===== config.mk =====
export PLATFORM = sky130hd
export DESIGN_NAME = mips_decode_seq
export DESIGN_NICKNAME = d
export VERILOG_FILES = /design/src/rtl/mips_decode_seq.sv
export SDC_FILE = /design/constraint.sdc
export NUM_CORES = 1
export LEC_CHECK = 0
export ABC_AREA = 1
export CORE_ASPECT_RATIO = 0.6
export CORE_UTILIZATION = 25
export DETAILED_ROUTE_END_ITERATION = 10
export PLACE_DENSITY_LB_ADDON = 0.3
export SETUP_SLACK_MARGIN = 0.02
export SYNTH_ARGS = -nofsm -noshare
export SYNTH_HDL_FRONTEND = slang
export SYNTH_SLANG_ARGS = --single-unit

===== constraint.sdc =====
create_clock -name i_clock -period 2.84 [get_ports i_clock]
set_clock_uncertainty 0.05 [all_clocks]
set_input_delay 0.426 -clock i_clock [delete_from_list [all_inputs] [get_ports i_clock]]
set_output_delay 0.426 -clock i_clock [all_outputs]
set_load 0.005 [all_outputs]

===== src/rtl/mips_decode_seq.sv =====
// Registered MIPS decoder with valid/ready handshakes on both sides; sequences addm as a
// load micro-op, MEM_WAIT bubble cycles, then an add micro-op.
module mips_decode_seq #(
  parameter int unsigned ADDM_EN       = 1,
  parameter int unsigned MEM_WAIT      = 0,
  parameter int unsigned STICKY_EXCEPT = 1
) (
  input  logic        i_clock,
  input  logic        i_reset,
  input  logic [31:0] i_instr,
  input  logic        i_in_valid,
  output logic        o_in_ready,
  input  logic        i_out_ready,
  output logic        o_out_valid,
  output logic [2:0]  o_alu_op,
  output logic [1:0]  o_alu_src2,
  output logic        o_writeenable,
  output logic        o_rd_src,
  output logic        o_except,
  output logic        o_mem_read,
  output logic        o_word_we,
  output logic        o_byte_we,
  output logic        o_byte_load,
  output logic        o_slt,
  output logic        o_lui,
  output logic [1:0]  o_ctl_kind,
  output logic        o_is_jump,
  output logic        o_addm,
  output logic        o_addm_phase,
  output logic        o_uop_last,
  output logic [4:0]  o_rs,
  output logic [4:0]  o_rt,
  output logic [4:0]  o_rd,
  output logic [15:0] o_imm16,
  output logic        o_halted
);

  typedef struct packed {
    logic [2:0] alu_op;
    logic [1:0] alu_src2;
    logic       writeenable;
    logic       rd_src;
    logic       except;
    logic       mem_read;
    logic       word_we;
    logic       byte_we;
    logic       byte_load;
    logic       slt;
    logic       lui;
    logic [1:0] ctl_kind;
    logic       is_jump;
    logic       addm;
    logic       addm_phase;
    logic       uop_last;
  } ctl_t;

  typedef enum logic [1:0] {StIdle, StIssue, StWait, StAddm2} state_e;

  localparam logic [2:0] AluAddu = 3'd0;
  localparam logic [2:0] AluAdd  = 3'd2;
  localparam logic [2:0] AluSub  = 3'd3;
  localparam logic [2:0] AluAnd  = 3'd4;
  localparam logic [2:0] AluOr   = 3'd5;
  localparam logic [2:0] AluNor  = 3'd6;
  localparam logic [2:0] AluXor  = 3'd7;

  localparam logic [2:0] WaitLoad = (MEM_WAIT == 0) ? 3'd0 : 3'(MEM_WAIT - 1);
  localparam bit         Sticky   = (STICKY_EXCEPT != 0);
  localparam ctl_t       AddUop   = '{alu_op: AluAdd, writeenable: 1'b1, addm: 1'b1,
                                      addm_phase: 1'b1, uop_last: 1'b1, default: '0};

  state_e      r_state, w_state_next;
  ctl_t        r_ctl, w_ctl_next, w_dec;
  logic [25:0] r_fields, w_fields_next;
  logic [2:0]  r_cnt, w_cnt_next;
  logic        r_halted, w_halted_next;
  logic        w_illegal, w_accept, w_xfer, w_sticky_hit;
  logic [5:0]  w_op, w_fn;

  assign w_op = i_instr[31:26];
  assign w_fn = i_instr[5:0];

  always_comb begin
    w_dec          = '0;
    w_dec.uop_last = 1'b1;
    w_illegal      = 1'b0;
    case (w_op)
      6'h00: begin
        case (w_fn)
          6'h08: w_dec.ctl_kind = 2'd3;
          6'h20: begin w_dec.alu_op = AluAdd;  w_dec.writeenable = 1'b1; end
          6'h21: begin w_dec.alu_op = AluAddu; w_dec.writeenable = 1'b1; end
          6'h22: begin w_dec.alu_op = AluSub;  w_dec.writeenable = 1'b1; end
          6'h24: begin w_dec.alu_op = AluAnd;  w_dec.writeenable = 1'b1; end
          6'h25: begin w_dec.alu_op = AluOr;   w_dec.writeenable = 1'b1; end
          6'h26: begin w_dec.alu_op = AluXor;  w_dec.writeenable = 1'b1; end
          6'h27: begin w_dec.alu_op = AluNor;  w_dec.writeenable = 1'b1; end
          6'h2a: begin
            w_dec.alu_op      = AluSub;
            w_dec.slt         = 1'b1;
            w_dec.writeenable = 1'b1;
          end
          6'h2c: begin
            if (ADDM_EN != 0) begin
              w_dec.alu_op   = AluAdd;
              w_dec.mem_read = 1'b1;
              w_dec.addm     = 1'b1;
              w_dec.uop_last = 1'b0;
            end else begin
              w_illegal = 1'b1;
            end
          end
          default: w_illegal = 1'b1;
        endcase
      end
      6'h02: begin w_dec.ctl_kind = 2'd2; w_dec.is_jump = 1'b1; end
      6'h04: begin w_dec.ctl_kind = 2'd1; w_dec.alu_op = AluSub; end
      6'h05: begin w_dec.ctl_kind = 2'd2; w_dec.alu_op = AluSub; end
      6'h08, 6'h09, 6'h0c, 6'h0d, 6'h0e: begin
        w_dec.writeenable = 1'b1;
        w_dec.rd_src      = 1'b1;
        w_dec.alu_src2    = (w_op[3:2] == 2'b11) ? 2'd2 : 2'd1;
        w_dec.alu_op      = (w_op == 6'h08) ? AluAdd  : (w_op == 6'h09) ? AluAddu :
                            (w_op == 6'h0c) ? AluAnd  : (w_op == 6'h0d) ? AluOr : AluXor;
      end
      6'h0f: begin w_dec.lui = 1'b1; w_dec.writeenable = 1'b1; w_dec.rd_src = 1'b1; end
      6'h23, 6'h24: begin
        w_dec.alu_op      = AluAdd;
        w_dec.alu_src2    = 2'd1;
        w_dec.mem_read    = 1'b1;
        w_dec.writeenable = 1'b1;
        w_dec.rd_src      = 1'b1;
        w_dec.byte_load   = (w_op == 6'h24);
      end
      6'h28, 6'h2b: begin
        w_dec.alu_op   = AluAdd;
        w_dec.alu_src2 = 2'd1;
        w_dec.byte_we  = (w_op == 6'h28);
        w_dec.word_we  = (w_op == 6'h2b);
      end
      default: w_illegal = 1'b1;
    endcase
    if (w_illegal) begin
      w_dec          = '0;
      w_dec.except   = 1'b1;
      w_dec.uop_last = 1'b1;
    end
  end

  always_ff @(posedge i_clock or posedge i_reset) begin
    if (i_reset) begin
      r_state  <= StIdle;
      r_ctl    <= '0;
      r_fields <= '0;
      r_cnt    <= '0;
      r_halted <= 1'b0;
    end else begin
      r_state  <= w_state_next;
      r_ctl    <= w_ctl_next;
      r_fields <= w_fields_next;
      r_cnt    <= w_cnt_next;
      r_halted <= w_halted_next;
    end
  end

  // A transferring sticky except must not let a new instruction slip in the same cycle.
  assign w_sticky_hit = Sticky & r_ctl.except;
  assign w_accept     = i_in_valid & o_in_ready;
  assign w_xfer       = o_out_valid & i_out_ready;

  always_comb begin
    w_state_next  = r_state;
    w_ctl_next    = r_ctl;
    w_fields_next = r_fields;
    w_cnt_next    = r_cnt;
    w_halted_next = r_halted;
    case (r_state)
      StIdle: ;
      StIssue, StAddm2: begin
        if (w_xfer) begin
          if (r_ctl.uop_last) begin
            w_state_next = StIdle;
            if (w_sticky_hit) w_halted_next = 1'b1;
          end else if (MEM_WAIT == 0) begin
            w_state_next = StAddm2;
            w_ctl_next   = AddUop;
          end else begin
            w_state_next = StWait;
            w_cnt_next   = WaitLoad;
          end
        end
      end
      StWait: begin
        if (r_cnt == 3'd0) begin
          w_state_next = StAddm2;
          w_ctl_next   = AddUop;
        end else begin
          w_cnt_next = r_cnt - 3'd1;
        end
      end
      default: w_state_next = StIdle;
    endcase
    if (w_accept) begin
      w_state_next  = StIssue;
      w_ctl_next    = w_dec;
      w_fields_next = i_instr[25:0];
    end
  end

  always_comb begin
    o_out_valid   = (r_state == StIssue) | (r_state == StAddm2);
    o_in_ready    = ~r_halted & ((r_state == StIdle) |
                    (o_out_valid & i_out_ready & r_ctl.uop_last & ~w_sticky_hit));
    o_alu_op      = r_ctl.alu_op;
    o_alu_src2    = r_ctl.alu_src2;
    o_writeenable = r_ctl.writeenable;
    o_rd_src      = r_ctl.rd_src;
    o_except      = r_ctl.except;
    o_mem_read    = r_ctl.mem_read;
    o_word_we     = r_ctl.word_we;
    o_byte_we     = r_ctl.byte_we;
    o_byte_load   = r_ctl.byte_load;
    o_slt         = r_ctl.slt;
    o_lui         = r_ctl.lui;
    o_ctl_kind    = r_ctl.ctl_kind;
    o_is_jump     = r_ctl.is_jump;
    o_addm        = r_ctl.addm;
    o_addm_phase  = r_ctl.addm_phase;
    o_uop_last    = r_ctl.uop_last;
    o_rs          = r_fields[25:21];
    o_rt          = r_fields[20:16];
    o_rd          = r_fields[15:11];
    o_imm16       = r_fields[15:0];
    o_halted      = r_halted;
  end

endmodule


==> results.toml <==
[setup_path]
max_stage_delay_ps = 510
critPathKind = "input pin to output port"
crit_chain = "clkdlybuf4s50_1 > nand2_1 > nand2_1 > nand2_1 > inv_1 > clkdlybuf4s50_1"
critical-path-top-delay-family = "buffers and inverters"
crit_path_end_kind = "output port"
worst_path_max_delay_cell = "sky130_fd_sc_hd__clkdlybuf4s50_1"
timing.reg2reg.worst_path_depth = 13
worstPathArrival_ps = 1710
cp_data_required_time_ps = 2360
cp.depth = 6
worstPathBufferInverterCount = 3
path_max_fanout = 3
crit_path_start_kind = "input pin"
most_repeated_library_cell_on_the_critical_path = "sky130_fd_sc_hd__nand2_1"

[cts]
clk_latency_ps = 280
resized_after_cts = 0
clock_sinks = 52
clkTransAtPathRegs_ps = 70
htreeDepth = 2
cts_buffers = 5
cts_buffer_depth = 2
cts_tree = "built"
clock_tree.root_cell = "sky130_fd_sc_hd__clkbuf_16"
post_cts_buffers = 0
ctsHoldBuffers = 0

[drt]
postRouteAntennaNets = 0
drc = 0
drt-initial-drc-count = 166
detail_route.wl_per_cell_microns = 12.22
wirelength_microns = 6769
via_density_per_instance = 4.303
via_count = 2384
drt_pre_antenna_iters = 5

[floorplanning]
die_y_microns = 80.23
die_area_sq_mm = 0.01062
io-pin-count = 90
floorplan.initialDensity = 0.2581
dieWidth_microns = 132.4
rows = 28
fp.coreArea_sq_mm = 0.009879

[power_and_ir_drop]
leakage_power_total_nw = 1.800
sequentialPowerShare = 0.368
power_mw = 3.207
netSwitchingPower_mw = 1.044
power.clock.fraction = 0.211
power.switching_fraction = 0.3254
intPower_mw = 2.163
pwr-share-comb = 0.421
cellPowerDensity_mw_per_mm2 = 865.1
vdd_ir_drop_max_uv = 297.0

[finish]
final_net_count = 456
area.sequential_sq_mm = 0.001301
fill_cells = 1016
drive_above_1_share = 0.05728
multi_input_area_sq_mm = 0.001025
area_growth_syn_to_layout_pct = 45.39
antenna_cells_inserted = 0

[sta]
worst_pin_slew_ps = 551.1
totalNegativeSetupSlack_ps = 0
rsz0062_at_grt = "no"
final.period_utilization = 0.7704
timing.hold.ws_ps = 370.9
worst_slew_margin = 0.6292
final_max_slew_viol_count = 0
timing.fmax_mhz = 457.1
fin_crit_ps = 2188
timing.final.setup_violations = 0
final_hold_viol_count = 0

[run]
max_cap_viol_count = 0

[grt]
first_global_vias = 2139
global_route_wire_length_before_repair_microns = 11050
gr-total-overflow = 0
grt_max_degree = 32
antenna_found_initial = 0
track_usage = 0.1323

[yosys]
ys_ff_latch = 52
synth.avg_cell_area_sq_um = 7.657
netlist_area_sq_mm = 0.002550
synth_nets = 371
synthDistinctLibCells = 29
synthCells = 333
yosysSeqAreaShare = 0.5103
warnings_synthesis = 0

[placed_design]
place_hpwl_microns = 5175
portBuffers = 89
final_wtd_congestion = 0.9618

[min_path]
hold_path_class = "input pin to asynchronous set/reset pin"

[run_status]
run_status = "finished, final reports clean"
flip-flops by register name, summed over array words and instances, names as in the netlist:
register       cells
o_mem_read         1
o_except           1
o_lui              1
o_alu_src2         2
o_rd_src           1
o_word_we          1
r_state            2
o_is_jump          1
o_uop_last         1
o_writeenable      1
o_addm_phase       1
o_addm             1
o_alu_op           3
o_slt              1
o_ctl_kind         2
o_halted           1
o_byte_load        1
o_byte_we          1
r_cnt              3
r_fields          26
power by group through the flow:
stage	logic, mW	clock network (mW)	registers [mW]
2_1_floorplan	0.637	0	1.19
3_3_place_gp	1.36	0	1.19
3_5_place_dp	1.37	0	1.19
4_1_cts	1.38	0.699	1.19
5_1_grt	1.51	0.734	1.22
6_report	1.35	0.676	1.18
cells by family after synthesis:
family                   count (synthesis)  share of synthesized area
AND/OR/NAND/NOR                        197                     0.3189
flip-flops                              52                     0.5103
buffers and inverters                   49                    0.08783
AO/OA/AOI/OAI                           32                    0.06968
adder cells (fa/ha/maj)                  2                   0.009812
XOR/XNOR                                 1                   0.003435
cells in the final DEF (no fill, tap or decap), types with 2 or more instances in the layout:
cell type                         instances
sky130_fd_sc_hd__dfrtp_1                 52
sky130_fd_sc_hd__ha_1                     2
sky130_fd_sc_hd__clkbuf_16                5
sky130_fd_sc_hd__clkdlybuf4s50_1         89
sky130_fd_sc_hd__nor3_1                   5
sky130_fd_sc_hd__nor2_1                  29
sky130_fd_sc_hd__a21oi_1                  4
sky130_fd_sc_hd__buf_4                    4
sky130_fd_sc_hd__o21ai_0                 13
sky130_fd_sc_hd__nand2_2                  2
sky130_fd_sc_hd__o21ai_1                  8
sky130_fd_sc_hd__nor2_2                   2
sky130_fd_sc_hd__inv_2                    6
sky130_fd_sc_hd__nand2_1                134
sky130_fd_sc_hd__o31ai_1                  2
sky130_fd_sc_hd__inv_1                   28
sky130_fd_sc_hd__nand3_1                 20
worst paths after layout:
| check | from | to | slack [ps] |
|---|---|---|---|
| min in group i_clock | o_alu_op[0] | o_alu_op[0] | 430 |
| setup reg to reg | r_cnt[1] | o_addm | 980 |
| max in group asynchronous | i_reset | r_fields[15] | 1760 |
| setup / recovery | i_out_ready | o_in_ready | 650 |
| hold / removal | i_reset | r_fields[18] | 370 |
| hold reg to reg | o_alu_op[0] | o_alu_op[0] | 430 |
cell type report:
class                   instances  area share
flip-flops and latches         52      0.3510
multi-input cells             232      0.2764
repair buffers                 93      0.2484
well taps                     135     0.04556
clock buffers                   6     0.03476
inverters                      34     0.03442
clock inverters                 2    0.009450
metrics by stage:
step / util / instances / cell area [sq um] / setup WS, ps
final: 0.3753 / 554 / 3707 / 652.2
after global routing: 0.3753 / 554 / 3707 / 548.3
after CTS: 0.3753 / 554 / 3707 / 636.3
after detailed placement: 0.3587 / 546 / 3543 / 629.2
after global placement: 0.3587 / 546 / 3543 / 660.8
after floorplan: - / 333 / 2550 / 1106
synthesized netlist by cell type:
library cell               count  share of area
sky130_fd_sc_hd__ha_1          2         0.0098
sky130_fd_sc_hd__nor2_4        1         0.0044
sky130_fd_sc_hd__a21o_1        1         0.0029
sky130_fd_sc_hd__nor3_1        5         0.0098
sky130_fd_sc_hd__inv_1        29          0.043
sky130_fd_sc_hd__nand2_2       2         0.0049
sky130_fd_sc_hd__o22ai_1       1         0.0025
sky130_fd_sc_hd__a21oi_2       1         0.0034
sky130_fd_sc_hd__nor2_2        2         0.0049
sky130_fd_sc_hd__o211ai_1      1         0.0029
sky130_fd_sc_hd__nor2_1       29          0.043
sky130_fd_sc_hd__dfrtp_1      52           0.51
sky130_fd_sc_hd__and2_1        1         0.0025
sky130_fd_sc_hd__clkbuf_1      5         0.0074
sky130_fd_sc_hd__o21ai_1       8          0.016
sky130_fd_sc_hd__a22oi_1       1         0.0029
sky130_fd_sc_hd__buf_4         6          0.018
sky130_fd_sc_hd__nor4_1        1         0.0025
sky130_fd_sc_hd__or2_1         1         0.0025
sky130_fd_sc_hd__inv_2         5         0.0074
sky130_fd_sc_hd__xor2_1        1         0.0034
sky130_fd_sc_hd__o21ai_0      13          0.026
sky130_fd_sc_hd__nand2_1     134           0.20
sky130_fd_sc_hd__a21oi_1       4         0.0079
sky130_fd_sc_hd__buf_6         2         0.0088
sky130_fd_sc_hd__buf_2         2         0.0039
sky130_fd_sc_hd__nand3_1      20          0.039
sky130_fd_sc_hd__o31ai_1       2         0.0059
sky130_fd_sc_hd__nand4_4       1         0.0083
layer usage:
| metal | wire length (microns) | GRT usage | up-vias | share of wire |
|---|---|---|---|---|
| met5 | 0 | 0 | - | 0 |
| met4 | 25 | 0.02069 | 0 | 0.0037 |
| met3 | 514 | 0.04104 | 8 | 0.076 |
| met2 | 2570 | 0.1795 | 94 | 0.38 |
| met1 | 3658 | 0.2014 | 1081 | 0.54 |
| li1 | - | - | 1201 | - |
(Power assumes the default switching activity.)
